--- config.mk ---
export PLATFORM = sky130hd
export DESIGN_NAME = m1_muldiv_flat
export DESIGN_NICKNAME = d
export VERILOG_FILES = /design/src/rtl/m1_muldiv_pkg.sv /design/src/rtl/m1_muldiv_if.sv /design/src/rtl/m1_muldiv.sv /design/src/flat_wrapper.sv
export SDC_FILE = /design/constraint.sdc
export NUM_CORES = 1
export LEC_CHECK = 0
export BUFFER_PORTS_ARGS = -buffer_cell sky130_fd_sc_hd__buf_2
export CAP_MARGIN = 20
export CORE_MARGIN = 3
export CORE_UTILIZATION = 30
export DETAILED_ROUTE_END_ITERATION = 7
export PLACE_DENSITY_LB_ADDON = 0.2
export SKIP_CTS_REPAIR_TIMING = 1
export SLEW_MARGIN = 40
export SYNTH_ARGS = -nofsm -noshare
export SYNTH_HDL_FRONTEND = slang
export SYNTH_SLANG_ARGS = --single-unit
--- constraint.sdc ---
create_clock -name sys_clock_i -period 11.3 [get_ports sys_clock_i]
set_clock_uncertainty 0.1 [all_clocks]
set_input_delay 1.13 -clock sys_clock_i [delete_from_list [all_inputs] [get_ports sys_clock_i]]
set_output_delay 1.13 -clock sys_clock_i [all_outputs]
set_load 0.005 [all_outputs]
--- src/rtl/m1_muldiv_pkg.sv ---
// rtl/m1_muldiv_pkg.sv - shared opcodes and FSM state encoding for the M1 multiply/divide unit
package m1_muldiv_pkg;

    localparam logic MD_OP_MUL = 1'b0;
    localparam logic MD_OP_DIV = 1'b1;

    typedef enum logic [1:0] {
        MD_IDLE = 2'd0,
        MD_CALC = 2'd1,
        MD_DONE = 2'd2
    } md_state_e;

endpackage

--- src/rtl/m1_muldiv_if.sv ---
// rtl/m1_muldiv_if.sv - pipeline-side request/result bundle of the M1 multiply/divide unit
// Purpose: groups operands, opcode, ABP handshake and results.
// Ports (slave = the unit):
//   a_i, b_i       operands (WIDTH)       op_i, signed_i   operation select
//   abp_req_i      ABP request toggle     abp_ack_o        ABP acknowledge
//   result_hi_o    MUL high / remainder   result_lo_o      MUL low / quotient
//   div0_o         divide by zero flag    busy_o           operation in progress
interface m1_muldiv_if #(
    parameter int WIDTH = 32
) ();
    logic [WIDTH-1:0] a_i;
    logic [WIDTH-1:0] b_i;
    logic             op_i;
    logic             signed_i;
    logic             abp_req_i;
    logic             abp_ack_o;
    logic [WIDTH-1:0] result_hi_o;
    logic [WIDTH-1:0] result_lo_o;
    logic             div0_o;
    logic             busy_o;

    modport slave (
        input  a_i, b_i, op_i, signed_i, abp_req_i,
        output abp_ack_o, result_hi_o, result_lo_o, div0_o, busy_o
    );

    modport master (
        output a_i, b_i, op_i, signed_i, abp_req_i,
        input  abp_ack_o, result_hi_o, result_lo_o, div0_o, busy_o
    );
endinterface

--- src/rtl/m1_muldiv.sv ---
// rtl/m1_muldiv.sv - iterative WIDTH-bit multiply/divide unit with HI/LO result and ABP handshake
// Purpose: one shared datapath performs shift-add MUL or restoring DIV, one bit per cycle.
// Ports:
//   sys_clock_i   system clock, rising edge
//   sys_reset_i   asynchronous active-low reset
//   bus           m1_muldiv_if slave: operands, opcode, ABP req/ack, HI/LO results, div0, busy
module m1_muldiv
    import m1_muldiv_pkg::*;
#(
    parameter int WIDTH     = 32,
    parameter bit EARLY_OUT = 1'b1
) (
    input  logic        sys_clock_i,
    input  logic        sys_reset_i,
    m1_muldiv_if.slave  bus
);

    localparam int W2 = 2 * WIDTH;
    localparam int CW = $clog2(WIDTH + 1);

    // Two's-complement negate when en is set; used for operand magnitudes and results.
    function automatic logic [WIDTH-1:0] cond_neg(input logic [WIDTH-1:0] v, input logic en);
        return en ? (~v + {{(WIDTH-1){1'b0}}, 1'b1}) : v;
    endfunction

    md_state_e        state_q, state_d;
    logic             abp_last_q;
    logic [W2-1:0]    acc_q;       // MUL accumulator / DIV partial remainder
    logic [W2-1:0]    a_sh_q;      // MUL shifted multiplicand / DIV shifted divisor
    logic [WIDTH-1:0] b_sh_q;      // MUL multiplier bits / DIV quotient bits
    logic [CW-1:0]    count_q;
    logic             op_q;
    logic             neg_q_q;
    logic             neg_r_q;
    logic             div0_pend_q;

    logic             start;
    logic             b_zero;
    logic [WIDTH-1:0] a_abs;
    logic [WIDTH-1:0] b_abs;
    logic             neg_q_d;
    logic             neg_r_d;
    logic [W2-1:0]    trial;
    logic             last_iter;
    logic [WIDTH-1:0] prod_lo;
    logic [WIDTH-1:0] prod_hi;
    logic [WIDTH-1:0] quo;
    logic [WIDTH-1:0] rem;

    always_comb begin
        start   = (bus.abp_req_i != abp_last_q);
        b_zero  = (bus.b_i == '0);
        a_abs   = cond_neg(bus.a_i, bus.signed_i & bus.a_i[WIDTH-1]);
        b_abs   = cond_neg(bus.b_i, bus.signed_i & bus.b_i[WIDTH-1]);
        neg_q_d = bus.signed_i & (bus.a_i[WIDTH-1] ^ bus.b_i[WIDTH-1]);
        neg_r_d = bus.signed_i & bus.a_i[WIDTH-1];

        // Both operands stay below 2^(2W-1), so the MSB of the difference is its sign.
        trial = acc_q - a_sh_q;

        last_iter = (count_q == CW'(1)) ||
                    (EARLY_OUT && (op_q == MD_OP_MUL) && (b_sh_q[WIDTH-1:1] == '0));

        // 2W-bit negate done in halves: the high half borrows unless the low half is zero.
        prod_lo = cond_neg(acc_q[WIDTH-1:0], neg_q_q);
        prod_hi = cond_neg(acc_q[W2-1:WIDTH], neg_q_q)
                  - {{(WIDTH-1){1'b0}}, neg_q_q & (|acc_q[WIDTH-1:0])};
        quo     = cond_neg(b_sh_q, neg_q_q);
        rem     = cond_neg(acc_q[WIDTH-1:0], neg_r_q);
    end

    always_comb begin
        state_d = state_q;
        case (state_q)
            MD_IDLE: begin
                if (start) begin
                    state_d = ((bus.op_i == MD_OP_DIV) && b_zero) ? MD_DONE : MD_CALC;
                end
            end
            MD_CALC: begin
                if (last_iter) begin
                    state_d = MD_DONE;
                end
            end
            MD_DONE: state_d = MD_IDLE;
            default: state_d = MD_IDLE;
        endcase
    end

    always_ff @(posedge sys_clock_i or negedge sys_reset_i) begin
        if (!sys_reset_i) begin
            state_q <= MD_IDLE;
        end else begin
            state_q <= state_d;
        end
    end

    always_ff @(posedge sys_clock_i or negedge sys_reset_i) begin
        if (!sys_reset_i) begin
            abp_last_q      <= 1'b0;
            acc_q           <= '0;
            a_sh_q          <= '0;
            b_sh_q          <= '0;
            count_q         <= '0;
            op_q            <= MD_OP_MUL;
            neg_q_q         <= 1'b0;
            neg_r_q         <= 1'b0;
            div0_pend_q     <= 1'b0;
            bus.abp_ack_o   <= 1'b0;
            bus.result_hi_o <= '0;
            bus.result_lo_o <= '0;
            bus.div0_o      <= 1'b0;
            bus.busy_o      <= 1'b0;
        end else begin
            case (state_q)
                MD_IDLE: begin
                    if (start) begin
                        abp_last_q <= bus.abp_req_i;
                        op_q       <= bus.op_i;
                        count_q    <= CW'(WIDTH);
                        bus.busy_o <= 1'b1;
                        if (bus.op_i == MD_OP_DIV && b_zero) begin
                            // Result is preloaded so DONE emits all-ones / raw dividend.
                            acc_q       <= {{WIDTH{1'b0}}, bus.a_i};
                            a_sh_q      <= '0;
                            b_sh_q      <= '1;
                            neg_q_q     <= 1'b0;
                            neg_r_q     <= 1'b0;
                            div0_pend_q <= 1'b1;
                        end else if (bus.op_i == MD_OP_DIV) begin
                            acc_q       <= {{WIDTH{1'b0}}, a_abs};
                            a_sh_q      <= {1'b0, b_abs, {(WIDTH-1){1'b0}}};
                            b_sh_q      <= '0;
                            neg_q_q     <= neg_q_d;
                            neg_r_q     <= neg_r_d;
                            div0_pend_q <= 1'b0;
                        end else begin
                            acc_q       <= '0;
                            a_sh_q      <= {{WIDTH{1'b0}}, a_abs};
                            b_sh_q      <= b_abs;
                            neg_q_q     <= neg_q_d;
                            neg_r_q     <= 1'b0;
                            div0_pend_q <= 1'b0;
                        end
                    end
                end
                MD_CALC: begin
                    count_q <= count_q - CW'(1);
                    if (op_q == MD_OP_MUL) begin
                        if (b_sh_q[0]) begin
                            acc_q <= acc_q + a_sh_q;
                        end
                        a_sh_q <= a_sh_q << 1;
                        b_sh_q <= b_sh_q >> 1;
                    end else begin
                        if (!trial[W2-1]) begin
                            acc_q <= trial;
                        end
                        a_sh_q <= a_sh_q >> 1;
                        b_sh_q <= {b_sh_q[WIDTH-2:0], ~trial[W2-1]};
                    end
                end
                MD_DONE: begin
                    if (op_q == MD_OP_MUL) begin
                        bus.result_hi_o <= prod_hi;
                        bus.result_lo_o <= prod_lo;
                    end else begin
                        bus.result_hi_o <= rem;
                        bus.result_lo_o <= quo;
                    end
                    bus.div0_o    <= div0_pend_q;
                    bus.abp_ack_o <= bus.abp_req_i;
                    bus.busy_o    <= 1'b0;
                end
                default: ;
            endcase
        end
    end

endmodule

--- src/flat_wrapper.sv ---
// flat-port wrapper written by rule: the top's interface ports become plain ports
module m1_muldiv_flat import m1_muldiv_pkg::*;
#(
    parameter int WIDTH     = 32,
    parameter bit EARLY_OUT = 1'b1
)
  (sys_clock_i, sys_reset_i, bus_a_i, bus_b_i, bus_op_i, bus_signed_i, bus_abp_req_i, bus_abp_ack_o, bus_result_hi_o, bus_result_lo_o, bus_div0_o, bus_busy_o);
  m1_muldiv_if #(.WIDTH(WIDTH)) bus_i ();
  input  logic sys_clock_i;
  input  logic sys_reset_i;
  input wire logic [$bits(bus_i.a_i)-1:0] bus_a_i;
  input wire logic [$bits(bus_i.b_i)-1:0] bus_b_i;
  input wire logic [$bits(bus_i.op_i)-1:0] bus_op_i;
  input wire logic [$bits(bus_i.signed_i)-1:0] bus_signed_i;
  input wire logic [$bits(bus_i.abp_req_i)-1:0] bus_abp_req_i;
  output wire logic [$bits(bus_i.abp_ack_o)-1:0] bus_abp_ack_o;
  output wire logic [$bits(bus_i.result_hi_o)-1:0] bus_result_hi_o;
  output wire logic [$bits(bus_i.result_lo_o)-1:0] bus_result_lo_o;
  output wire logic [$bits(bus_i.div0_o)-1:0] bus_div0_o;
  output wire logic [$bits(bus_i.busy_o)-1:0] bus_busy_o;
  assign bus_i.a_i = bus_a_i;
  assign bus_i.b_i = bus_b_i;
  assign bus_i.op_i = bus_op_i;
  assign bus_i.signed_i = bus_signed_i;
  assign bus_i.abp_req_i = bus_abp_req_i;
  assign bus_abp_ack_o = bus_i.abp_ack_o;
  assign bus_result_hi_o = bus_i.result_hi_o;
  assign bus_result_lo_o = bus_i.result_lo_o;
  assign bus_div0_o = bus_i.div0_o;
  assign bus_busy_o = bus_i.busy_o;
  m1_muldiv #(.WIDTH(WIDTH), .EARLY_OUT(EARLY_OUT)) u_core (.sys_clock_i(sys_clock_i), .sys_reset_i(sys_reset_i), .bus(bus_i));
endmodule
; Yosys cells after proc, flatten, opt, wreduce, memory -nomap -nowiden
; Cells that the tools add are included.
[totals]
in_bits = 69
ff_bits = 240
output_inout_bits = 67
wordCells = 95
[classes]
reduce_logical = 14
eq_ne = 8
n_addsub = 9
n_bitwise = 12
muxes = 37
[op_table]
columns = op, n
row1 = 64-bit 2-to-1 mux, 8
row2 = 32-bit 2-to-1 mux, 13
row3 = 64-bit case mux with 2 select lines, 2
row4 = 32-bit by 1-bit adder with 32-bit output (second input constant), 5
row5 = 32-bit inverter, 5
row6 = 64-bit adder, 1
row7 = 32-bit case mux with 2 select lines, 1
row8 = 64-bit subtractor, 1
row9 = 63-bit 2-to-1 mux, 1
row10 = 32-bit logical NOT, 1
row11 = 32-bit OR reduction, 1
row12 = 32-bit by 1-bit subtractor with 32-bit output, 1
row13 = 31-bit logical NOT, 1
row14 = 6-bit case mux with 2 select lines, 1
row15 = 2-bit AND reduction, 4
row16 = 6-bit by 1-bit equality test with 1-bit output (second input constant), 1
row17 = 2-bit 2-to-1 mux, 3
row18 = 6-bit 2-to-1 mux, 1
row19 = 6-bit by 1-bit subtractor with 6-bit output (second input constant), 1
row20 = 1-bit 2-to-1 mux, 5
row21 = 1-bit AND, 4
row22 = 2-bit by 1-bit != test with 1-bit output (second input constant), 2
row23 = 2-bit case mux with 2 select lines, 1
row24 = 4-bit AND reduction, 1
row25 = other kinds (12), 15

; Logic depth before layout (Yosys ltp)
[logic_depth]
ltp_word = 7
ltp_mapped = 19

; Worst setup path after synthesis
; OpenSTA, ideal clock, no wires.
[synth_path]
path_type = register to register
startpoint = reg u_core.acc_q[1]
endpoint = reg u_core.bus.result_hi_o[28]
path_slack_ps = 7217
path_stages_with_launch = 20
t_arrival_ps = 3860
period_less_slack_ps = 4083
required_time_ps = 11077
path_cell_list = dfrtp_1 -> inv_1 -> ha_1 -> or3b_2 -> or3_1 -> clkbuf_1 -> nor4_1 -> nand2_1 -> nor2_1 -> a21oi_1 -> ha_1 -> ha_1 -> nand2_1 -> inv_1 -> nand4_1 -> nor2_1 -> nand2_1 -> nor2_1 -> xor2_1 -> o221a_2
[synth_via]
elab_chain_len = 4
word_cells_on_any_way = 7
cone_classes = 2 x add/sub / 2 x mux / 2 x bitwise / 1 x reduce/logical
[synth_rtl]
columns = element, line
row1 = from (decl), m1_muldiv.sv:28  ; logic [W2-1:0] acc_q;
row2 = from (signal assigned), m1_muldiv.sv:124  ; acc_q <= {{WIDTH{1'b0}}, bus.a_i};
row3 = from (signal assigned), m1_muldiv.sv:131  ; acc_q <= {{WIDTH{1'b0}}, a_abs};
row4 = from (signal assigned), m1_muldiv.sv:151  ; acc_q <= acc_q + a_sh_q;
row5 = 32-bit OR reduction / 32-bit inverter (equally long branches), "m1_muldiv.sv:67, m1_muldiv.sv:23"
row6 = 1-bit AND / 32-bit by 1-bit adder with 32-bit output (equally long branches), "m1_muldiv.sv:67, m1_muldiv.sv:23"
row7 = 32-bit by 1-bit subtractor with 32-bit output / 32-bit 2-to-1 mux (equally long branches), "m1_muldiv.sv:67, m1_muldiv.sv:23"
row8 = 32-bit 2-to-1 mux *, m1_muldiv.sv:164  ; if (op_q == MD_OP_MUL) begin
row9 = to (signal assigned), m1_muldiv.sv:165  ; bus.result_hi_o <= prod_hi;
row10 = to (signal assigned), m1_muldiv.sv:168  ; bus.result_hi_o <= rem;
row11 = to (decl), m1_muldiv_if.sv:24  ; output abp_ack_o, result_hi_o, result_lo_o, div0_o, busy_o
; Every way passes the cells marked *; elsewhere a longest branch is shown, timed or not.
; A chain may end at the register's enable or synchronous reset.

; Worst setup path after layout
; Same ends and word-level chain as after synthesis.

==> results.json <==
{
  "outcome": "completed",
  "grt_max_degree": 125,
  "gp_congestion": 0.975,
  "crit_start": "u_core.acc_q[1]",
  "final_cells": 4425,
  "syn_inst": 3355,
  "yosys.area.top_type_share": 0.244,
  "h-tree-depth": 2,
  "port_buffers": 135,
  "grt_overflow": 0,
  "via_per_inst": 5.88,
  "grt_antenna_before_repair": 5,
  "path_max_fanout": 7,
  "cts_made_buffers": 34,
  "static-leakage-power_nw": 11.2,
  "route.detailed.drc": 0,
  "worst_path_max_delay_cell": "nor4_1",
  "cp_cell_sequence": "inv_1 -> ha_1 -> or3b_2 -> or3_1 -> nor4_1 -> nand2_1 -> nor2_1 -> a21oi_1 -> ha_1 -> ha_1 -> nand2_1 -> inv_1 -> nand4_1 -> nor2_1 -> nand2_1 -> nor2_1 -> xor2_1 -> o221a_2",
  "required_ns": 11.63,
  "start_util": 0.304,
  "min_to": "u_core.bus.result_lo_o[14]",
  "wirelength_um": 111000,
  "power.density_nw_per_um2": 393,
  "synth_common_cells": "nand2_1 (387), a21oi_1 (378), o21ai_0 (286), nor2_1 (253), dfrtp_1 (240)",
  "synth-async-reset-ratio": 1.00,
  "grt_usage": 0.252,
  "num_vias": 26024,
  "core_um2": 80800,
  "tightest_slew_ns": 0.991,
  "first_pass_iters": 6,
  "syn_to_final_growth_pct": 11.4,
  "root_buffer": "clkbuf_16",
  "ys_ff_latch": 240,
  "hold_start": "u_core.bus.result_lo_o[14]",
  "grt_pass1_wl_um": 166000,
  "drive_gt1_frac": 0.101,
  "fmax_mhz": 199,
  "synthesis.area_um2": 24600,
  "power_w": 0.0107,
  "synth_edf_count": 0,
  "nets": 3545,
  "chipWidth_um": 292,
  "synthMostInstantiatedCell": "nand2_1",
  "cts_tree": "yes",
  "hp-class": "reg -> reg",
  "synth_cell_types": 84,
  "worst_ir_drop_vdd_v": 0.000156,
  "finalMaxSlewViolations": 0,
  "end_kind": "flop",
  "r2r_setup_slack_ns": 6.27,
  "cp_slowest_stage_delay_ns": 0.83,
  "syn_avg_cell_area_um2": 7.32,
  "drt_iter0_drc": 2700,
  "r2r-start": "u_core.acc_q[1]",
  "num_io_pins": 136,
  "clock_sinks": 240,
  "grt_pass1_vias": 24345,
  "synthTopCellsByArea": "dfrtp_1 (24%), a21oi_1 (7.7%), ha_1 (6.9%)",
  "placementRows": 104,
  "critical_path_arrival_ns": 5.35,
  "setup_viol": 0,
  "die_h_um": 292,
  "clk_latency_ns": 0.56,
  "syn_nets": 3561,
  "tns_ns": 0,
  "dp_hpwl_um": 86000,
  "ys_warn_count": 0,
  "max_cap_violations": 0,
  "utilization": 0.339,
  "ant_nets": 0,
  "dpl.cell_count": 4363,
  "reg2reg_depth": 18,
  "whs_path_depth": 2,
  "fill_cells": 8663,
  "synth_area_leader_cell": "dfrtp_1",
  "maxSlewHeadroom": 0.329,
  "timing.rr.end": "u_core.bus.result_hi_o[28]",
  "worstSetupPathType": "reg -> reg",
  "worst_setup_path_start_kind": "flop",
  "cts_buffer_depth": 3,
  "rsz0062_at_grt": "no",
  "period_needed_ns": 5.03,
  "die_area_um2": 85400,
  "hold_viol_final": 0,
  "ys_seq_area_frac": 0.244,
  "period_share": 0.445,
  "path_clk_slew_ns": 0.06,
  "wire_per_inst_um": 25.2,
  "synth-main-ff-cell": "dfrtp_1"
}
## critical path: cells and delay by family (launching register included)
family	cells	cell delay, ns
AO/OA/AOI/OAI	2	0.33
XOR/XNOR	1	0.13
adder cells (fa/ha/maj)	3	0.65
buffers and inverters	2	0.31
flip-flops	1	0.43
AND/OR/NAND/NOR	10	2.96
## cells by family (layout without fill, tap and decap cells)
| family | Yosys count | after routing | share of synthesized area |
|---|---|---|---|
| compound gates | 1147 | 1147 | 0.288 |
| xor+xnor | 249 | 249 | 0.0888 |
| fa+ha+maj | 137 | 137 | 0.0704 |
| buf+inv | 392 | 399 | 0.0602 |
| flops | 240 | 240 | 0.244 |
| mux | 78 | 78 | 0.0340 |
| other cells | 0 | 3 | 0 |
| simple gates | 1112 | 1112 | 0.214 |
## cell type report
cell class | instances | area (µm²) | area share
multi-input cells | 2723 | 17200 | 0.627
flip-flops and latches | 240 | 6010 | 0.220
well taps | 1060 | 1330 | 0.0485
repair buffers | 188 | 1140 | 0.0417
clock buffers | 50 | 1010 | 0.0370
inverters | 152 | 572 | 0.0209
clock inverters | 9 | 126 | 0.00462
diodes | 3 | 7.51 | 0.000274
## worst max path at each step
stage                     slack [ns]                         end
final                           6.27  u_core.bus.result_hi_o[28]
after global routing            6.07  u_core.bus.result_hi_o[28]
after CTS                       6.33            u_core.acc_q[62]
after detailed placement        6.38            u_core.acc_q[62]
after global placement          6.39            u_core.acc_q[62]
after floorplan                 7.22  u_core.bus.result_hi_o[28]
## through the flow
stage | cell area (µm²) | setup slack, ns | hold WS [ns]
floorplan | 24600 | 7.22 | 0.339
global placement | 26100 | 6.39 | 0.355
detailed placement | 26200 | 6.38 | 0.359
CTS | 27300 | 6.33 | 0.373
global route | 27400 | 6.07 | 0.399
finish | 27400 | 6.27 | 0.370
## report_power, final
part           switching, W  internal [W]  total, W
logic               0.00497       0.00263   0.00761
registers          0.000707       0.00129   0.00200
clock network      0.000456      0.000688   0.00114
## state kept, by name (all words and copies together), names as in the netlist
register,count
u_core.bus.result_hi_o,32
u_core.neg_r_q,1
u_core.abp_last_q,1
u_core.count_q,6
u_core.bus.abp_ack_o,1
u_core.acc_q,64
u_core.bus.div0_o,1
u_core.bus.busy_o,1
u_core.op_q,1
u_core.b_sh_q,32
u_core.state_q,2
u_core.neg_q_q,1
u_core.a_sh_q,64
u_core.bus.result_lo_o,32
u_core.div0_pend_q,1
## layout by cell type (no fill, tap or decap), types with 30 or more instances in the layout
cell type	synthesis	routed
nand2_1	387	385
a21oi_1	378	377
dfrtp_1	240	238
nor2_1	253	248
a31oi_1	44	44
o21ai_0	286	286
o31ai_1	64	64
nand3_1	99	99
nor4_1	55	52
o21bai_1	36	36
mux2_2	33	33
ha_1	135	135
xor2_1	88	88
mux2i_1	44	44
a211oi_1	47	47
clkbuf_16	0	35
o211ai_1	45	45
a22oi_1	37	37
buf_4	0	49
nand4_1	45	45
or3_1	38	38
inv_1	149	148
nor3_1	75	75
nor2b_1	32	30
buf_2	6	134
xnor2_1	161	161
## routing by layer
| layer | vias up | part of all wire | track usage |
|---|---|---|---|
| met5 | - | 0 | 0 |
| met4 | 0 | 0.030 | 0.0676 |
| met3 | 159 | 0.075 | 0.0366 |
| met2 | 1072 | 0.43 | 0.389 |
| met1 | 12668 | 0.46 | 0.367 |
| li1 | 12125 | - | - |
Note: power is estimated with default switching activity, not from simulation.
